`src/rtl/wstorage_sched_pkg.sv`:
```
// Shared definitions for the twiddle-ROM address sequencer: default geometry,
// derived butterfly count, inverse-table base and the FSM state encoding.
package wstorage_sched_pkg;

  localparam int DEF_RING_DEPTH = 10;
  localparam int DEF_PE_DEPTH   = 5;
  localparam int DEF_HLEN       = 9;
  localparam int DEF_STAGE_GAP  = 4;

  // Butterflies per stage handled by one PE group.
  function automatic int bfly_per_stage(input int ring_depth, input int pe_depth);
    return 1 << (ring_depth - pe_depth - 1);
  endfunction

  localparam int DEF_C        = bfly_per_stage(DEF_RING_DEPTH, DEF_PE_DEPTH);
  localparam int DEF_INV_BASE = DEF_RING_DEPTH * DEF_C;

  typedef enum logic [2:0] {
    ST_IDLE  = 3'd0,
    ST_RUN   = 3'd1,
    ST_GAP   = 3'd2,
    ST_FLUSH = 3'd3,
    ST_DONE  = 3'd4
  } state_t;

endpackage

```
`src/rtl/wstorage_sched_if.sv`:
```
// Bundle between the polynomial controller / datapath (master) and the
// twiddle address sequencer (slave).
//
// Handshake: start is a one-cycle request honoured only while the sequencer is
// idle (busy=0); inverse is sampled with it. busy rises the cycle after start
// is accepted and falls after the one-cycle done pulse. stall is a level
// backpressure that freezes sequencing without losing or repeating an address.
// issue marks raddr as a new fetch; w_valid/w_last/stage describe the ROM
// output one cycle later.
interface wstorage_sched_if #(
  parameter int HLEN = 9,
  parameter int SW   = 4
);
  logic            start;
  logic            inverse;
  logic            stall;
  logic [HLEN-1:0] raddr;
  logic            issue;
  logic            w_valid;
  logic            w_last;
  logic [SW-1:0]   stage;
  logic            busy;
  logic            done;

  modport master (
    output start, inverse, stall,
    input  raddr, issue, w_valid, w_last, stage, busy, done
  );

  modport slave (
    input  start, inverse, stall,
    output raddr, issue, w_valid, w_last, stage, busy, done
  );
endinterface

```
`src/rtl/wstorage_sched.sv`:
```
// Twiddle-ROM address sequencer for one PE group. Walks every NTT/INTT stage,
// issuing one ROM address per butterfly cycle, inserts a drain gap between
// stages and aligns valid/last/stage flags with the 1-cycle ROM read.
module wstorage_sched
  import wstorage_sched_pkg::*;
#(
  parameter int RING_DEPTH = DEF_RING_DEPTH,
  parameter int PE_DEPTH   = DEF_PE_DEPTH,
  parameter int HLEN       = DEF_HLEN,
  parameter int STAGE_GAP  = DEF_STAGE_GAP
) (
  input  logic   clk,
  input  logic   reset,
  wstorage_sched_if.slave bus,
  output state_t fsm_state
);

  localparam int CLOG     = RING_DEPTH - PE_DEPTH - 1;
  localparam int C        = bfly_per_stage(RING_DEPTH, PE_DEPTH);
  localparam int JW       = (CLOG > 0) ? CLOG : 1;
  localparam int SW       = (RING_DEPTH > 1) ? $clog2(RING_DEPTH) : 1;
  localparam int GW       = (STAGE_GAP > 1) ? $clog2(STAGE_GAP) : 1;
  localparam int INV_BASE = RING_DEPTH * C;

  localparam logic [JW-1:0]   J_LAST   = JW'(C - 1);
  localparam logic [SW-1:0]   S_LAST   = SW'(RING_DEPTH - 1);
  localparam logic [GW-1:0]   GAP_LAST = GW'((STAGE_GAP > 0) ? STAGE_GAP - 1 : 0);
  localparam logic [HLEN-1:0] INV_ADDR = HLEN'(INV_BASE);
  localparam logic [HLEN-1:0] C_ADDR   = HLEN'(C);

  // Both tables (forward then inverse) must fit in the ROM address space.
  if ((2 ** HLEN) < 2 * RING_DEPTH * C) begin : g_hlen_too_small
    $error("wstorage_sched: HLEN too small for 2*RING_DEPTH*C twiddles");
  end

  state_t          state;
  logic [SW-1:0]   s;
  logic [JW-1:0]   j;
  logic [GW-1:0]   gap_cnt;
  logic            inv_q;

  logic [HLEN-1:0] raddr_q;
  logic            issue_q;
  logic            w_valid_q;
  logic            w_last_q;
  logic [SW-1:0]   stage_q;
  logic            busy_q;
  logic            done_q;

  logic [HLEN-1:0] base;
  logic [HLEN-1:0] stage_base;
  logic [HLEN-1:0] addr_in_stage;
  logic [HLEN-1:0] addr_next_stage;
  logic            j_last;
  logic            s_last;

  // C is a power of two, so the stage offset is a plain shift.
  assign base            = inv_q ? INV_ADDR : '0;
  assign stage_base      = base + (HLEN'(s) << CLOG);
  assign addr_in_stage   = stage_base + HLEN'(j) + HLEN'(1);
  assign addr_next_stage = stage_base + C_ADDR;
  assign j_last          = (j == J_LAST);
  assign s_last          = (s == S_LAST);

  assign bus.raddr   = raddr_q;
  assign bus.issue   = issue_q;
  assign bus.w_valid = w_valid_q;
  assign bus.w_last  = w_last_q;
  assign bus.stage   = stage_q;
  assign bus.busy    = busy_q;
  assign bus.done    = done_q;
  assign fsm_state   = state;

  // Sequencer FSM with registered address/flag outputs; the flag pipeline
  // copies the issuing cycle's (issue, last, stage) so it lines up with dout.
  always_ff @(posedge clk) begin
    if (reset) begin
      state     <= ST_IDLE;
      s         <= '0;
      j         <= '0;
      gap_cnt   <= '0;
      inv_q     <= 1'b0;
      raddr_q   <= '0;
      issue_q   <= 1'b0;
      w_valid_q <= 1'b0;
      w_last_q  <= 1'b0;
      stage_q   <= '0;
      busy_q    <= 1'b0;
      done_q    <= 1'b0;
    end else begin
      w_valid_q <= issue_q;
      w_last_q  <= issue_q & j_last;
      if (issue_q) begin
        stage_q <= s;
      end
      done_q <= 1'b0;

      case (state)
        ST_IDLE: begin
          issue_q <= 1'b0;
          if (bus.start) begin
            inv_q   <= bus.inverse;
            s       <= '0;
            j       <= '0;
            gap_cnt <= '0;
            raddr_q <= bus.inverse ? INV_ADDR : '0;
            issue_q <= 1'b1;
            busy_q  <= 1'b1;
            state   <= ST_RUN;
          end
        end

        ST_RUN: begin
          if (bus.stall) begin
            // The address shown this cycle is already fetched; hold the
            // pointer so the next advance lands on the following address.
            issue_q <= 1'b0;
          end else if (!j_last) begin
            raddr_q <= addr_in_stage;
            j       <= j + 1'b1;
            issue_q <= 1'b1;
          end else if (s_last) begin
            issue_q <= 1'b0;
            state   <= ST_FLUSH;
          end else if (STAGE_GAP == 0) begin
            s       <= s + 1'b1;
            j       <= '0;
            raddr_q <= addr_next_stage;
            issue_q <= 1'b1;
          end else begin
            issue_q <= 1'b0;
            gap_cnt <= '0;
            state   <= ST_GAP;
          end
        end

        ST_GAP: begin
          issue_q <= 1'b0;
          if (!bus.stall) begin
            if (gap_cnt == GAP_LAST) begin
              s       <= s + 1'b1;
              j       <= '0;
              raddr_q <= addr_next_stage;
              issue_q <= 1'b1;
              state   <= ST_RUN;
            end else begin
              gap_cnt <= gap_cnt + 1'b1;
            end
          end
        end

        ST_FLUSH: begin
          // Final twiddle is on dout this cycle; done follows it.
          issue_q <= 1'b0;
          done_q  <= 1'b1;
          state   <= ST_DONE;
        end

        ST_DONE: begin
          issue_q <= 1'b0;
          busy_q  <= 1'b0;
          state   <= ST_IDLE;
        end

        default: begin
          issue_q <= 1'b0;
          busy_q  <= 1'b0;
          state   <= ST_IDLE;
        end
      endcase
    end
  end

endmodule

```
`src/flat_wrapper.sv`:
```
// flat-port wrapper written by rule: the top's interface ports become plain ports
module wstorage_sched_flat import wstorage_sched_pkg::*;
#(
  parameter int RING_DEPTH = DEF_RING_DEPTH,
  parameter int PE_DEPTH   = DEF_PE_DEPTH,
  parameter int HLEN       = DEF_HLEN,
  parameter int STAGE_GAP  = DEF_STAGE_GAP
)
  (clk, reset, fsm_state, bus_start, bus_inverse, bus_stall, bus_raddr, bus_issue, bus_w_valid, bus_w_last, bus_stage, bus_busy, bus_done);
  wstorage_sched_if #(.HLEN(HLEN), .SW((4))) bus_i ();
  input  logic clk;
  input  logic reset;
  output state_t fsm_state;
  input wire logic [$bits(bus_i.start)-1:0] bus_start;
  input wire logic [$bits(bus_i.inverse)-1:0] bus_inverse;
  input wire logic [$bits(bus_i.stall)-1:0] bus_stall;
  output wire logic [$bits(bus_i.raddr)-1:0] bus_raddr;
  output wire logic [$bits(bus_i.issue)-1:0] bus_issue;
  output wire logic [$bits(bus_i.w_valid)-1:0] bus_w_valid;
  output wire logic [$bits(bus_i.w_last)-1:0] bus_w_last;
  output wire logic [$bits(bus_i.stage)-1:0] bus_stage;
  output wire logic [$bits(bus_i.busy)-1:0] bus_busy;
  output wire logic [$bits(bus_i.done)-1:0] bus_done;
  assign bus_i.start = bus_start;
  assign bus_i.inverse = bus_inverse;
  assign bus_i.stall = bus_stall;
  assign bus_raddr = bus_i.raddr;
  assign bus_issue = bus_i.issue;
  assign bus_w_valid = bus_i.w_valid;
  assign bus_w_last = bus_i.w_last;
  assign bus_stage = bus_i.stage;
  assign bus_busy = bus_i.busy;
  assign bus_done = bus_i.done;
  wstorage_sched #(.RING_DEPTH(RING_DEPTH), .PE_DEPTH(PE_DEPTH), .HLEN(HLEN), .STAGE_GAP(STAGE_GAP)) u_core (.clk(clk), .reset(reset), .bus(bus_i), .fsm_state(fsm_state));
endmodule
```
`config.mk`:
```
export PLATFORM = sky130hd
export DESIGN_NAME = wstorage_sched_flat
export DESIGN_NICKNAME = d
export VERILOG_FILES = /design/src/rtl/wstorage_sched_pkg.sv /design/src/rtl/wstorage_sched_if.sv /design/src/rtl/wstorage_sched.sv /design/src/flat_wrapper.sv
export SDC_FILE = /design/constraint.sdc
export NUM_CORES = 1
export LEC_CHECK = 0
export BUFFER_PORTS_ARGS = -buffer_cell sky130_fd_sc_hd__buf_2
export CORE_MARGIN = 4
export CORE_UTILIZATION = 35
export CTS_BUF_LIST = sky130_fd_sc_hd__clkbuf_4 sky130_fd_sc_hd__clkbuf_8
export DETAILED_ROUTE_END_ITERATION = 12
export PLACE_DENSITY = 0.64
export SETUP_SLACK_MARGIN = 0.3
export SLEW_MARGIN = 30
export SYNTH_ARGS = -nofsm -noshare
export SYNTH_HDL_FRONTEND = slang
export SYNTH_SLANG_ARGS = --single-unit
```
`constraint.sdc`:
```
create_clock -name clk -period 2.4 [get_ports clk]
set_input_delay 0.36 -clock clk [delete_from_list [all_inputs] [get_ports clk]]
set_output_delay 0.36 -clock clk [all_outputs]
set_load 0.1 [all_outputs]
```
==> After elaboration in Yosys (flattened, before gate mapping) <==
Index checks and enable logic that the tools add are counted.
{ "classes": {"reduce_logical": 10, "multipliers": 0, "n_eq_ne": 14, "div_mod_pow": 0, "n_bitwise": 2, "order_cmp": 0, "n_mux": 40, "n_addsub": 7, "shifts": 0} }
{ "ops": {"columns": ["op", "n"], "rows": [
  ["two-way mux 9 bit", 5],
  ["two-way mux 4 bit", 7],
  ["one-hot mux 9 bit (3 select lines)", 1],
  ["two-way mux 8 bit", 2],
  ["two-way mux 3 bit", 5],
  ["two-way mux 2 bit", 6],
  ["inequality test 2 bit, second input constant", 6],
  ["one-hot mux 3 bit (4 select lines)", 1],
  ["one-hot mux 4 bit (3 select lines)", 1],
  ["adder 9 x 1 -> 9 bit, second input constant", 1],
  ["adder 9 x 4 -> 9 bit", 1],
  ["adder 9 x 5 -> 9 bit, second input constant", 1],
  ["adder 9 x 8 -> 9 bit", 1],
  ["adder 4 x 1 -> 4 bit, second input constant", 2],
  ["equality test 4 bit, second input constant", 2],
  ["two-way mux 1 bit", 8],
  ["one-hot mux 4 bit (2 select lines)", 1],
  ["AND reduction 7 bit", 1],
  ["equality test 3 x 2 -> 1 bit, second input constant", 2],
  ["one-hot mux 2 bit (3 select lines)", 1],
  ["AND reduction 6 bit", 1],
  ["AND reduction 5 bit", 1],
  ["inequality test 2 x 1 -> 1 bit, second input constant", 2],
  ["AND reduction 2 bit", 2],
  ["other kinds (12)", 12]
]} }
{ "word_totals": {"regBits": 32, "latchBits": 0, "mem_bits_ro": 0, "elab_cells": 85, "in_bits": 5, "ram_bits": 0, "output_inout_bits": 21, "memories": 0} }

==> Logic depth before layout (Yosys ltp) <==
Gate-level depths: netlist (run 1).
{ "depth": {"depth_word": 7, "mapped_depth": 8, "mapped_depth_nobuf": 7} }

==> Worst setup path before layout (run 1) <==
No wires, ideal clock.
{ "synth_path": {"path_type": "register to register", "from": "register u_core.state[0] (netlist: u_core.fsm_state[0])", "to": "register u_core.raddr_q[0] (netlist: u_core.bus.raddr[0])", "arrival_ns": 2.434, "synth_period_minus_slack_ns": 2.502, "required_time_ns": 2.333, "path_slack_ns": -0.102, "setup_ns": 0.067, "n_path_buf": 1, "path_stages_with_launch": 7, "path_cell_list": "dfxtp_1 -> buf_2 -> a21oi_1 -> o211a_2 -> or3_4 -> or3_4 -> a21oi_2"} }
{ "synth_between": {"elab_chain_cells": 3, "word_cells_on_any_way": 11, "classes_between": "7 x eq/ne; 1 x mux; 3 x reduce/logical"} }
{ "synth_rtl": {"columns": ["element", "line_no", "text"], "rows": [
  ["start: declaration", "wstorage_sched.sv:36", "state_t state;"],
  ["start signal: assignment", "wstorage_sched.sv:78", "state <= ST_IDLE;"],
  ["start signal: assignment", "wstorage_sched.sv:109", "state <= ST_RUN;"],
  ["start signal: assignment", "wstorage_sched.sv:124", "state <= ST_FLUSH;"],
  ["equality test 3 x 1 -> 1 bit (tied with other cells)", "wstorage_sched.sv:98", "case (state)"],
  ["inequality test 2 bit (no line) (tied with other cells)", null, null],
  ["AND reduction 6 bit (no line)", null, null],
  ["end signal: assignment", "wstorage_sched.sv:106", "raddr_q <= bus.inverse ? INV_ADDR : '0;"],
  ["end signal: assignment", "wstorage_sched.sv:119", "raddr_q <= addr_in_stage;"],
  ["end signal: assignment", "wstorage_sched.sv:128", "raddr_q <= addr_next_stage;"],
  ["end: declaration", "wstorage_sched.sv:42", "logic [HLEN-1:0] raddr_q;"]
]} }
Several ways; a longest one is shown, not always the timed one.
A chain may end at the register's enable or synchronous reset.

==> Worst setup path in the final report (run 1) <==
{ "layout_path": {"from": "register u_core.j[0]", "to": "register u_core.j[0]"} }
{ "layout_between": {"elab_chain_cells": 4, "word_cells_on_any_way": 7, "classes_between": "1 x add/sub; 2 x eq/ne; 3 x mux; 1 x reduce/logical"} }
{ "layout_rtl": {"columns": ["element", "line_no", "text"], "rows": [
  ["start: declaration", "wstorage_sched.sv:38", "logic [JW-1:0] j;"],
  ["start signal: assignment", "wstorage_sched.sv:120", "j <= j + 1'b1;"],
  ["adder 4 x 1 -> 4 bit", "wstorage_sched.sv:120", null],
  ["two-way mux 4 bit", "wstorage_sched.sv:118", "end else if (!j_last) begin"],
  ["two-way mux 4 bit", "wstorage_sched.sv:114", "if (bus.stall) begin"],
  ["one-hot mux 4 bit (3 select lines)", "wstorage_sched.sv:98", null]
]} }
Several ways; a longest one is shown, not always the timed one. The select of a mux whose other input is x is not followed.

==> impl_results.md, run 1 <==
* Ports at 26
* Slew headroom at 63.18%
* H-Tree Level Count at 2
* WL per Instance at 13.10 um
* Worst Reg-to-Reg Cells at 6
* Gp weighted congestion at 0.7780
* Final Setup Violations at 0
* MaxCap Viol Count at 0
* IR drop worst, VDD at 0.2934 mV
* Clk buf depth at 2
* Die Wd at 78.34 um
* Layout Area Growth over Synthesis at 18.14%
* Total die area at 6137 um2
* Cell count after synthesis at 208
* M1 GR Usage at 18.32%
* ANT nets after route at 0
* Start of the worst register-to-register path: u_core.j[0]
* PD cells at 671.6 nW/um2
* Worst EP required at 2.62 ns
* FMAX at 502.4 MHz
* First-pass GRT wire length at 6555 um
* Post-synth ARST share at 0%
* Worst setup EP type: register
* RSZ-0062 raised after global routing: false
* Drt total wl at 3890 um
* Initial Utilization at 36.42%
* Gr busiest metal: met2
* Share of layout cells above drive strength 1 at 23.04%
* Hold Startpoint: bus_inverse
* Outcome: complete, no violations
* Yosys warning count at 0
* Post-route setup TNS at 0 ns
* Filler cell count at 505
* Tmin final at 1.990 ns
* Initial antenna violation count at 0
* Total track usage at 13.35%
* Final hold slack at 0.3464 ns
* Register area at 649.4 um2
* HPWL Detailed at 2728 um
* Worst Path Arrival at 2.21 ns
* Worst skew pair latency at 0.28 ns
* Clock skew at 0.007991 ns
* Slowest cell on crit path: or3_4
* Worst hold path endpoint: u_core.inv_q
* CTS tree: done
* CP cell instances: ha_1 > and3_4 > o21a_1 > or3_4 > or3_4 > a21oi_1
* CTS Sinks at 32
* Avg Synthesized Cell Area at 8.325 um2
* RR Endpoint: u_core.j[0]
* Core Area at 4755 um2
* Total CTS buffers at 5
* Row count at 25
* Die height at 78.34 um
* Synth Flop Type: dfxtp_1
* DRT iter0 DRCs at 124
* DR DRC count at 0
* Met2 Usage GRT at 19.86%
* Cts hold-fix bufs at 0
* Clock-pin slew on the worst setup and hold paths at 0.07 ns
* R2r setup slk at 0.41 ns
* Syn Nets at 221
* Worst-Margin Slew at 0.5499 ns
* Unique masters post-synth at 51
* Vias in the first global route at 1351
* Post-synthesis cell area at 1732 um2
* Crit Path Category: reg -> reg
* Clk root buf: clkbuf_8
* Period utilization at 82.94%
* Top cell by count, worst path: or3_4
* Vias at 1510
* Post-synth EDFFs at 0
* Net count reported at finish at 242
* Commonest non-fill, non-tap cells in the layout: dfxtp_1, buf_2, a21oi_1, nand2_1, nor2_1
* Largest net degree at the start of global routing at 27
* IO buf count at 25
* Critical Path Max Stage Delay at 0.42 ns
* Max Slew Vio Count at 0
* Antenna diode count at 0
* CP max FO at 8
* Grt ovf at 0
* Sequential share of the synthesized area at 36.99%
* P_leak at 0.8287 nW
* Drt via density at 5.084
* Synth Register Bits at 32
* Critical path origin: u_core.j[0]
* Combined area of the multi-input logic cells at 1012 um2
* WHS Path Cells at 3
* Final hold viol count at 0
* Pre-Repair DR Iteration Count at 4
* Met3 Usage GRT at 3.899%
* Worst hold path class: in -> reg
* Nature of the critical path startpoint: register
* Most common cell after layout, fill and taps aside: dfxtp_1
## how the worst max path moves through the flow
stage                                      to  slack [ns]
after global routing      u_core.bus.raddr[0]        0.33
after floorplan           u_core.bus.raddr[0]        0.30
after CTS                 u_core.bus.raddr[0]        0.34
after global placement    u_core.bus.raddr[0]        0.35
final                             u_core.j[0]        0.41
after detailed placement  u_core.bus.raddr[0]        0.32
## worst max-delay path, delay by kind of cell, from the launching register on
kind / cells / cell delay [ns]
and+or+nand+nor: 3 / 1.03
DFF: 1 / 0.35
AOI/OAI and AO/OA: 2 / 0.31
adders and majority gates: 1 / 0.24
## state kept, by name, indices dropped and copies added (netlist names), 2 cells and up
| signal | flops |
|---|---|
| u_core.bus.stage | 4 |
| u_core.s | 4 |
| u_core.fsm_state | 3 |
| u_core.bus.raddr | 9 |
| u_core.gap_cnt | 2 |
| u_core.j | 4 |
## where the power goes
| part | internal [W] | switching, W | leakage [nW] |
|---|---|---|---|
| sequential | 0.000547 | 0.0000241 | 0.262 |
| combinational | 0.0000646 | 0.000170 | 0.503 |
| clock | 0.000366 | 0.000201 | 0.0645 |
| total | 0.000978 | 0.000395 | 0.829 |
## kinds of logic after synthesis
logic type      synth area share, %
simple gates                  26.81
mux                           2.890
compound gates                19.15
fa+ha+maj                     5.781
flops                         36.99
xor+xnor                      3.541
buf+inv                       4.841
## cell usage after synthesis, types with 2 or more instances
library cell / instances / share of area [%]
o31ai_1: 3 / 1.3
nand2b_1: 4 / 1.4
o21ai_0: 6 / 1.7
clkbuf_1: 11 / 2.4
nor3_1: 4 / 1.2
xnor2_1: 5 / 2.5
nand2_1: 21 / 4.6
buf_1: 2 / 0.43
nand3b_1: 5 / 2.2
mux2i_1: 5 / 2.9
or3b_2: 3 / 1.5
or3_4: 2 / 1.3
inv_1: 5 / 1.1
nor2b_1: 5 / 1.8
a211oi_1: 2 / 0.87
a21oi_1: 21 / 6.1
xor2_1: 2 / 1.0
ha_1: 8 / 5.8
nor2_1: 19 / 4.1
and3_1: 4 / 1.4
a31oi_1: 2 / 0.72
nand3_1: 7 / 2.0
a211o_1: 2 / 1.0
or3_1: 2 / 0.72
dfxtp_1: 32 / 37
## area by class of cell
| type | instances | area share, % |
|---|---|---|
| Clock buffer | 7 | 4.709 |
| Clock inverter | 1 | 1.468 |
| Inverter | 5 | 0.9174 |
| Multi-Input combinational cell | 156 | 49.48 |
| Sequential cell | 32 | 31.74 |
| Tap cell | 67 | 4.098 |
| Timing Repair Buffer | 29 | 7.584 |
## through the flow
step	setup slack (ns)	std cells	total power, W	utilization [%]	area, um2
3_5_place_dp	0.3222	287	0.0008123	39.95	1899
6_report	0.4096	297	0.001374	43.03	2046
4_1_cts	0.3392	295	0.001377	42.61	2026
2_1_floorplan	0.3001	208	0.0007720	-	1743
3_3_place_gp	0.3531	287	0.0008117	39.95	1899
5_1_grt	0.3346	297	0.001429	43.03	2046
## per-layer routing
metal | part of all wire [%] | up-vias
li1 | - | 778
met1 | 50 | 695
met2 | 44 | 35
met3 | 5.7 | 2
met4 | 0.59 | 0
met5 | 0 | -
## timing repair
item | in CTS | in global routing
resized for setup | 0 | 2
setup endpoints to repair | 0 | 2
hold endpoints to repair | 0 | 0
buffers inserted | 0 | 2
(Power assumes the default switching activity.)
==> run 2, diff against run 1 <==
- ABC_AREA: default -> 1
- PLACE_DENSITY: 0.64 -> 0.65
- clock period: 2.4 -> 2 ns (I/O delays scaled with it)
==> impl_results.md, run 2 <==
* Outcome: complete, no violations (unchanged)
* Worst skew pair latency at 0.29 ns (was 0.28 ns)
* RSZ-0062 raised after global routing: true (was false)
* Yosys warning count at 0 (unchanged)
* Unique masters post-synth at 25 (was 51)
* Die height at 75.54 um (was 78.34 um)
* Count leader, synth: nand2_1 (was dfxtp_1)
* Post-synth top cells: nand2_1, dfxtp_1, a21oi_1, inv_1, nor2_1 (was dfxtp_1, a21oi_1, nand2_1, nor2_1, clkbuf_1)
* Post-CTS Setup Repair Bufs at 0 (unchanged)
* Worst-Margin Slew at 0.4904 ns (was 0.5499 ns)
* Total CTS buffers at 5 (unchanged)
* Commonest non-fill, non-tap cells in the layout: nand2_1, dfxtp_1, a21oi_1 (was dfxtp_1, buf_2, a21oi_1, nand2_1, nor2_1)
* CP top delay family: buffers and inverters (was simple AND/OR/NAND/NOR gates)
* Total track usage at 14.32% (was 13.35%)
* Most common cell after layout, fill and taps aside: nand2_1 (was dfxtp_1)
* PD cells at 1685 nW/um2 (was 671.6 nW/um2)
* HPWL Detailed at 2704 um (was 2728 um)
* WL per Instance at 11.86 um (was 13.10 um)
* Critical Path Max Stage Delay at 0.49 ns (was 0.42 ns)
* Avg Synthesized Cell Area at 7.033 um2 (was 8.325 um2)
* H-Tree Level Count at 2 (unchanged)
* Vias in the first global route at 1356 (was 1351)
* Worst Path Arrival at 1.26 ns (was 2.21 ns)
* Clk buf depth at 2 (unchanged)
* Post-synth ARST share at 0% (unchanged)
* CTS tree: done (unchanged)
* Post-synth EDFFs at 0 (unchanged)
* Sequential share of the synthesized area at 40.13% (was 36.99%)
* Cts hold-fix bufs at 0 (unchanged)
* ANT nets after route at 0 (unchanged)
* Total die area at 5706 um2 (was 6137 um2)
* P_leak at 0.9022 nW (was 0.8287 nW)
* IR drop worst, VDD at 0.9914 mV (was 0.2934 mV)
* Top cells by area, synth: dfxtp_1, nand2_1, a21oi_1, ha_1, inv_1 (was dfxtp_1, a21oi_1, ha_1, nand2_1, nor2_1)
* Row count at 24 (was 25)
* CP max FO at 10 (was 8)
* Final Setup Violations at 0 (unchanged)
* Initial antenna violation count at 0 (unchanged)
* Synth Flop Type: dfxtp_1 (unchanged)
* Post-route setup TNS at 0 ns (unchanged)
* Synth top area share at 40.13% (was 36.99%)
* Worst setup EP type: primary output (was register)
* Layout Area Growth over Synthesis at 19.51% (was 18.14%)
* Cell count after synthesis at 227 (was 208)
* Share of layout cells above drive strength 1 at 21.88% (was 23.04%)
* Ports at 26 (unchanged)
* DR DRC count at 0 (unchanged)
* Filler cell count at 456 (was 505)
* Synth area leader: dfxtp_1 (unchanged)
* Bufs and invs on worst path at 1 (was 0)
* Net count reported at finish at 268 (was 242)
* Period utilization at 77.98%
* Die Wd at 75.54 um (was 78.34 um)
* Syn Nets at 240 (was 221)
* Final hold slack at 0.3455 ns (was 0.3464 ns)
* Crit Path Category: reg -> out (was reg -> reg)
* Clock skew at 0.003350 ns (was 0.007991 ns)
* Worst hold path class: in -> reg (unchanged)
* Synth Register Bits at 32 (unchanged)
* Vias at 1488 (was 1510)
* Core Area at 4384 um2 (was 4755 um2)
* Max FFs per register at 9 (unchanged)
* Tmin final at 1.560 ns
* Quantity of gates resized following cts at 0 (unchanged)
* Clk root buf: clkbuf_8 (unchanged)
* Pre-Repair DR Iteration Count at 4 (unchanged)
* Non-filler cells, final at 308 (was 297)
* DRT iter0 DRCs at 85 (was 124)
* Slowest cell on crit path: buf_2 (was or3_4)
* MaxCap Viol Count at 0 (unchanged)
* Initial Utilization at 36.42% (about the same)
* FMAX at 641.2 MHz
* Nature of the critical path startpoint: register (unchanged)
* Slew headroom at 67.06% (was 63.18%)
* CTS Sinks at 32 (unchanged)
* IO buf count at 25 (unchanged)
* Inst Count DP at 300 (was 287)
* Clock-pin slew on the worst setup and hold paths at 0.07 ns (about the same)
* Largest net degree at the start of global routing at 19 (was 27)
* Register area at 648.1 um2 (was 649.4 um2)
* Final hold viol count at 0 (unchanged)
* Antenna diode count at 0 (unchanged)
* Gp weighted congestion at 0.8813 (was 0.7780)
* CP cell instances: buf_2 (was ha_1 > and3_4 > o21a_1 > or3_4 > or3_4 > a21oi_1)
* Worst EP required at 1.70 ns (was 2.62 ns)
* Drt total wl at 3653 um (was 3890 um)
* Combined area of the multi-input logic cells at 857.1 um2 (was 1012 um2)
* First-pass GRT wire length at 6196 um (was 6555 um)
* Max Slew Vio Count at 0 (unchanged)
* Grt ovf at 0 (unchanged)
* Drt via density at 4.831 (was 5.084)
* Post-synthesis cell area at 1597 um2 (was 1732 um2)
## run 2: changes by cell type after synthesis, moves of 6 or more
| cell | change |
|---|---|
| nand2_1 | +35 |
| inv_1 | +18 |
| clkbuf_1 | -7 |
| nand3_1 | +8 |
| a21oi_1 | +6 |
| o21ai_0 | +8 |
## run 2: final cells by class
class                           count  share of cell area (%)
Multi-Input combinational cell    165                   44.92
Clock buffer                        5                   3.607
Sequential cell                    32                   33.97
Tap cell                           52                   3.410
Inverter                           25                   4.918
Timing Repair Buffer               26                   6.951
Clock inverter                      3                   2.230
## run 2: worst reg2reg max path, delay by kind of cell (launching register included)
kind                     cells  cell delay, ns
buffers and inverters        2            0.19
adder cells (fa/ha/maj)      1            0.16
AND/OR/NAND/NOR              6            0.59
AO/OA/AOI/OAI                1            0.08
flip-flops                   1            0.39
## run 2: report_power, final
group          total [W]  switching [W]  internal (W)
sequential      0.000918       0.000130      0.000787
clock           0.000621       0.000253      0.000368
combinational    0.00168        0.00133      0.000343
total            0.00322        0.00172       0.00150
## run 2: per-stage QoR
stage,power [W],area [um2],setup slack [ns],utilization (%)
final,0.003215,1908,0.4403,43.52
after global routing,0.003449,1908,0.2833,43.52
after CTS,0.003238,1886,0.3266,43.01
after detailed placement,0.002605,1774,0.3570,40.47
after global placement,0.002599,1774,0.3613,40.47
after floorplan,0.002341,1603,0.3104,-
## run 2: metal layers
metal / up-vias / part of all wire [%] / GRT usage, %
met5: - / 0 / 0
met4: 0 / 2.1 / 6.796
met3: 7 / 5.9 / 3.826
met2: 37 / 45 / 21.96
met1: 651 / 47 / 18.66
li1: 793 / - / -
## run 2: worst paths after layout
path	from	slack [ns]	cells past startpoint	endpoint
worst max-delay path	u_core.bus.issue	0.44	1	bus_issue
worst min-delay path	bus_inverse	0.35	3	u_core.inv_q
worst max register to register	u_core.j[1]	0.46	10	u_core.gap_cnt[0]
worst min register to register	u_core.bus.raddr[2]	0.46	2	u_core.bus.raddr[2]
## run 2: cell families (layout without fill, tap and decap cells)
group | after synthesis | in the layout | share of synthesized area [%]
compound gates | 47 | 47 | 15.52
xor+xnor | 1 | 1 | 0.5487
simple gates | 109 | 109 | 30.02
fa+ha+maj | 8 | 8 | 6.270
buf+inv | 30 | 59 | 7.523
flops | 32 | 32 | 40.13
==> run 3, diff against run 2 <==
- PLACE_DENSITY: 0.65 -> 0.67
- clock period: 2 -> 1.4 ns (I/O delays scaled with it)
==> impl_results.md, run 3 (synthesized netlist as in run 2, its figures left out) <==
* Clock power frac at 11.4% (was 19.3%)
* R2r setup slk at -0.04 ns (was 0.46 ns)
* Largest net degree at the start of global routing at 19 (unchanged)
* MaxCap Viol Count at 0 (unchanged)
* WL per Instance at 15.83 um (was 11.86 um)
* Commonest non-fill, non-tap cells in the layout: nand2_1, buf_4, buf_6 (was nand2_1, dfxtp_1, a21oi_1)
* Worst skew pair latency at 0.29 ns (about the same)
* Most common cell after layout, fill and taps aside: nand2_1 (unchanged)
* Clk root buf: clkbuf_8 (unchanged)
* Net count reported at finish at 317 (was 268)
* Clk buf depth at 2 (unchanged)
* Ports at 26 (unchanged)
* PnR Total Power at 0.006652 W (was 0.003215 W)
* Util after Layout at 67.95% (was 43.52%)
* Worst hold path class: in -> reg (unchanged)
* Slowest cell on crit path: dfxtp_2 (was buf_2)
* Row count at 24 (unchanged)
* Total die area at 5706 um2 (unchanged)
* Top cell by count, worst path: nor2_4
* CTS tree: done (unchanged)
* Core Area at 4384 um2 (unchanged)
* Share of layout cells above drive strength 1 at 63.61% (was 21.88%)
* Worst-Margin Slew at 0.4262 ns (was 0.4904 ns)
* Combinational share of power at 66.7% (was 52.1%)
* Failing checks: setup timing
* Clock-pin slew on the worst setup and hold paths at 0.07 ns (about the same)
* ANT nets after route at 0 (unchanged)
* Drt via density at 5.148 (was 4.831)
* Worst EP required at 1.58 ns (was 1.70 ns)
* Slew headroom at 71.55% (was 67.06%)
* RSZ-0062 raised after global routing: true (unchanged)
* Vias at 1838 (was 1488)
* Pre-Repair DR Iteration Count at 4 (unchanged)
* Grt ovf at 0 (unchanged)
* DR DRC count at 0 (unchanged)
* Clock skew at 0.003279 ns (was 0.003350 ns)
* P_leak at 1.261 nW (was 0.9022 nW)
* Worst setup EP type: register (was primary output)
* CP top delay family: simple AND/OR/NAND/NOR gates (was buffers and inverters)
* Final hold viol count at 0 (unchanged)
* Vias in the first global route at 1784 (was 1356)
* CP cell instances: ha_4 > nand3_4 > inv_4 > nor2_4 > inv_2 > o21ai_1 > nor2_4 > nand3_1 > nand2_1 > nor2_1 (was buf_2)
* Crit Path Category: reg -> reg (was reg -> out)
* DRT iter0 DRCs at 85 (unchanged)
* WHS Path Cells at 3 (unchanged)
* CTS Sinks at 32 (unchanged)
* Final instance area at 2979 um2 (was 1908 um2)
* Nature of the critical path startpoint: register (unchanged)
* Drt total wl at 5652 um (was 3653 um)
* Start of the worst register-to-register path: u_core.j[1] (unchanged)
* IR drop worst, VDD at 1.091 mV (was 0.9914 mV)
* FMAX at 694.7 MHz
* Initial antenna violation count at 0 (unchanged)
* Initial Utilization at 36.42% (unchanged)
* Worst Path Arrival at 1.62 ns (was 1.26 ns)
* Die Wd at 75.54 um (unchanged)
* Total track usage at 18.73% (was 14.32%)
* HPWL Detailed at 2956 um (was 2704 um)
* Layout Area Growth over Synthesis at 86.60% (was 19.51%)
* Antenna diode count at 0 (unchanged)
* Total CTS buffers at 5 (unchanged)
* IO buf count at 25 (unchanged)
* Period utilization at 102.8%
* Max Slew Vio Count at 0 (unchanged)
* Gp weighted congestion at 0.7972 (was 0.8813)
* Max FFs per register at 9 (unchanged)
* Bufs and invs on worst path at 2 (was 1)
* Psw at 0.003362 W (was 0.001716 W)
* Dpl cell area at 2056 um2 (was 1774 um2)
* Internal power at 0.003290 W (was 0.001499 W)
* Die height at 75.54 um (unchanged)
* First-pass GRT wire length at 8079 um (was 6196 um)
* Power share of the sequential group at 21.9% (was 28.5%)
* PD cells at 2233 nW/um2 (was 1685 nW/um2)
* Hold Startpoint: bus_inverse (unchanged)
* Critical Path Max Stage Delay at 0.36 ns (was 0.49 ns)
* Worst hold path endpoint: u_core.inv_q (unchanged)
* CP max FO at 4 (was 10)
* H-Tree Level Count at 2 (unchanged)
* Switch share at 50.55% (was 53.38%)
* Setup ws final at -0.03949 ns (was 0.4403 ns)
* Worst Reg-to-Reg Cells at 10 (unchanged)
* Outcome: finished, violations left (was complete, no violations)
* Final Setup Violations at 6 (was 0)
* RR Endpoint: u_core.gap_cnt[1] (was u_core.gap_cnt[0])
* Tmin final at 1.439 ns
[run 3: power by group through the flow]
stage                     clock network, W  registers, W  logic (W)
after floorplan                          0       0.00235    0.00115
after global placement                   0       0.00138    0.00282
after detailed placement                 0       0.00138    0.00283
after CTS                         0.000755       0.00143    0.00368
after global routing              0.000805       0.00149    0.00470
final                             0.000756       0.00146    0.00444
[run 3: what timing repair did]
action / in CTS / in global routing
hold buffers: 0 / 0
setup buffers: 13 / 8
pin swaps: 29 / 27
gates cloned: 1 / 0
gates resized for setup: 114 / 64
endpoints found under the setup margin: 43 / 30
[run 3: tightest hold or removal path, cell delays in order]
cell and delay (ns):
buf_2 0.11, nand3_1 0.07, a21oi_1 0.07
[run 3: metal layers]
layer / vias to the layer above / track usage (%) / share of wire, %
met5: - / 0 / 0
met1: 864 / 23.01 / 41
met4: 0 / 5.825 / 4.0
met2: 46 / 32.21 / 51
li1: 904 / - / -
met3: 24 / 4.617 / 4.1
[run 3: stage by stage]
step	instances	setup TNS, ns	setup slack (ns)	hold slack, ns
2_1_floorplan	227	-0.4208	-0.04464	0.3743
3_5_place_dp	327	-0.2756	-0.06557	0.4494
4_1_cts	349	0	0.01275	0.2042
6_report	357	-0.1412	-0.03949	0.2213
5_1_grt	357	-1.264	-0.1659	0.2244
3_3_place_gp	327	-0.08748	-0.03490	0.4458
[run 3: how the worst max path moves through the flow]
stage	startpoint	to	slack (ns)	cells past startpoint
2_1_floorplan	u_core.fsm_state[1]	u_core.bus.raddr[5]	-0.04	9
3_3_place_gp	u_core.inv_q	u_core.bus.raddr[8]	-0.03	8
3_5_place_dp	u_core.j[0]	u_core.gap_cnt[0]	-0.07	10
4_1_cts	u_core.inv_q	u_core.bus.raddr[8]	0.01	8
5_1_grt	u_core.inv_q	u_core.bus.raddr[8]	-0.17	8
6_report	u_core.j[1]	u_core.gap_cnt[1]	-0.04	10
[run 3: area by class of cell]
type,instances,area [um2]
multi-input cells,166,1287
clock buffers,6,82.58
flip-flops and latches,32,689.4
fillers,326,1405
clock inverters,2,10.01
well taps,52,65.06
inverters,25,116.4
repair buffers,74,728.2
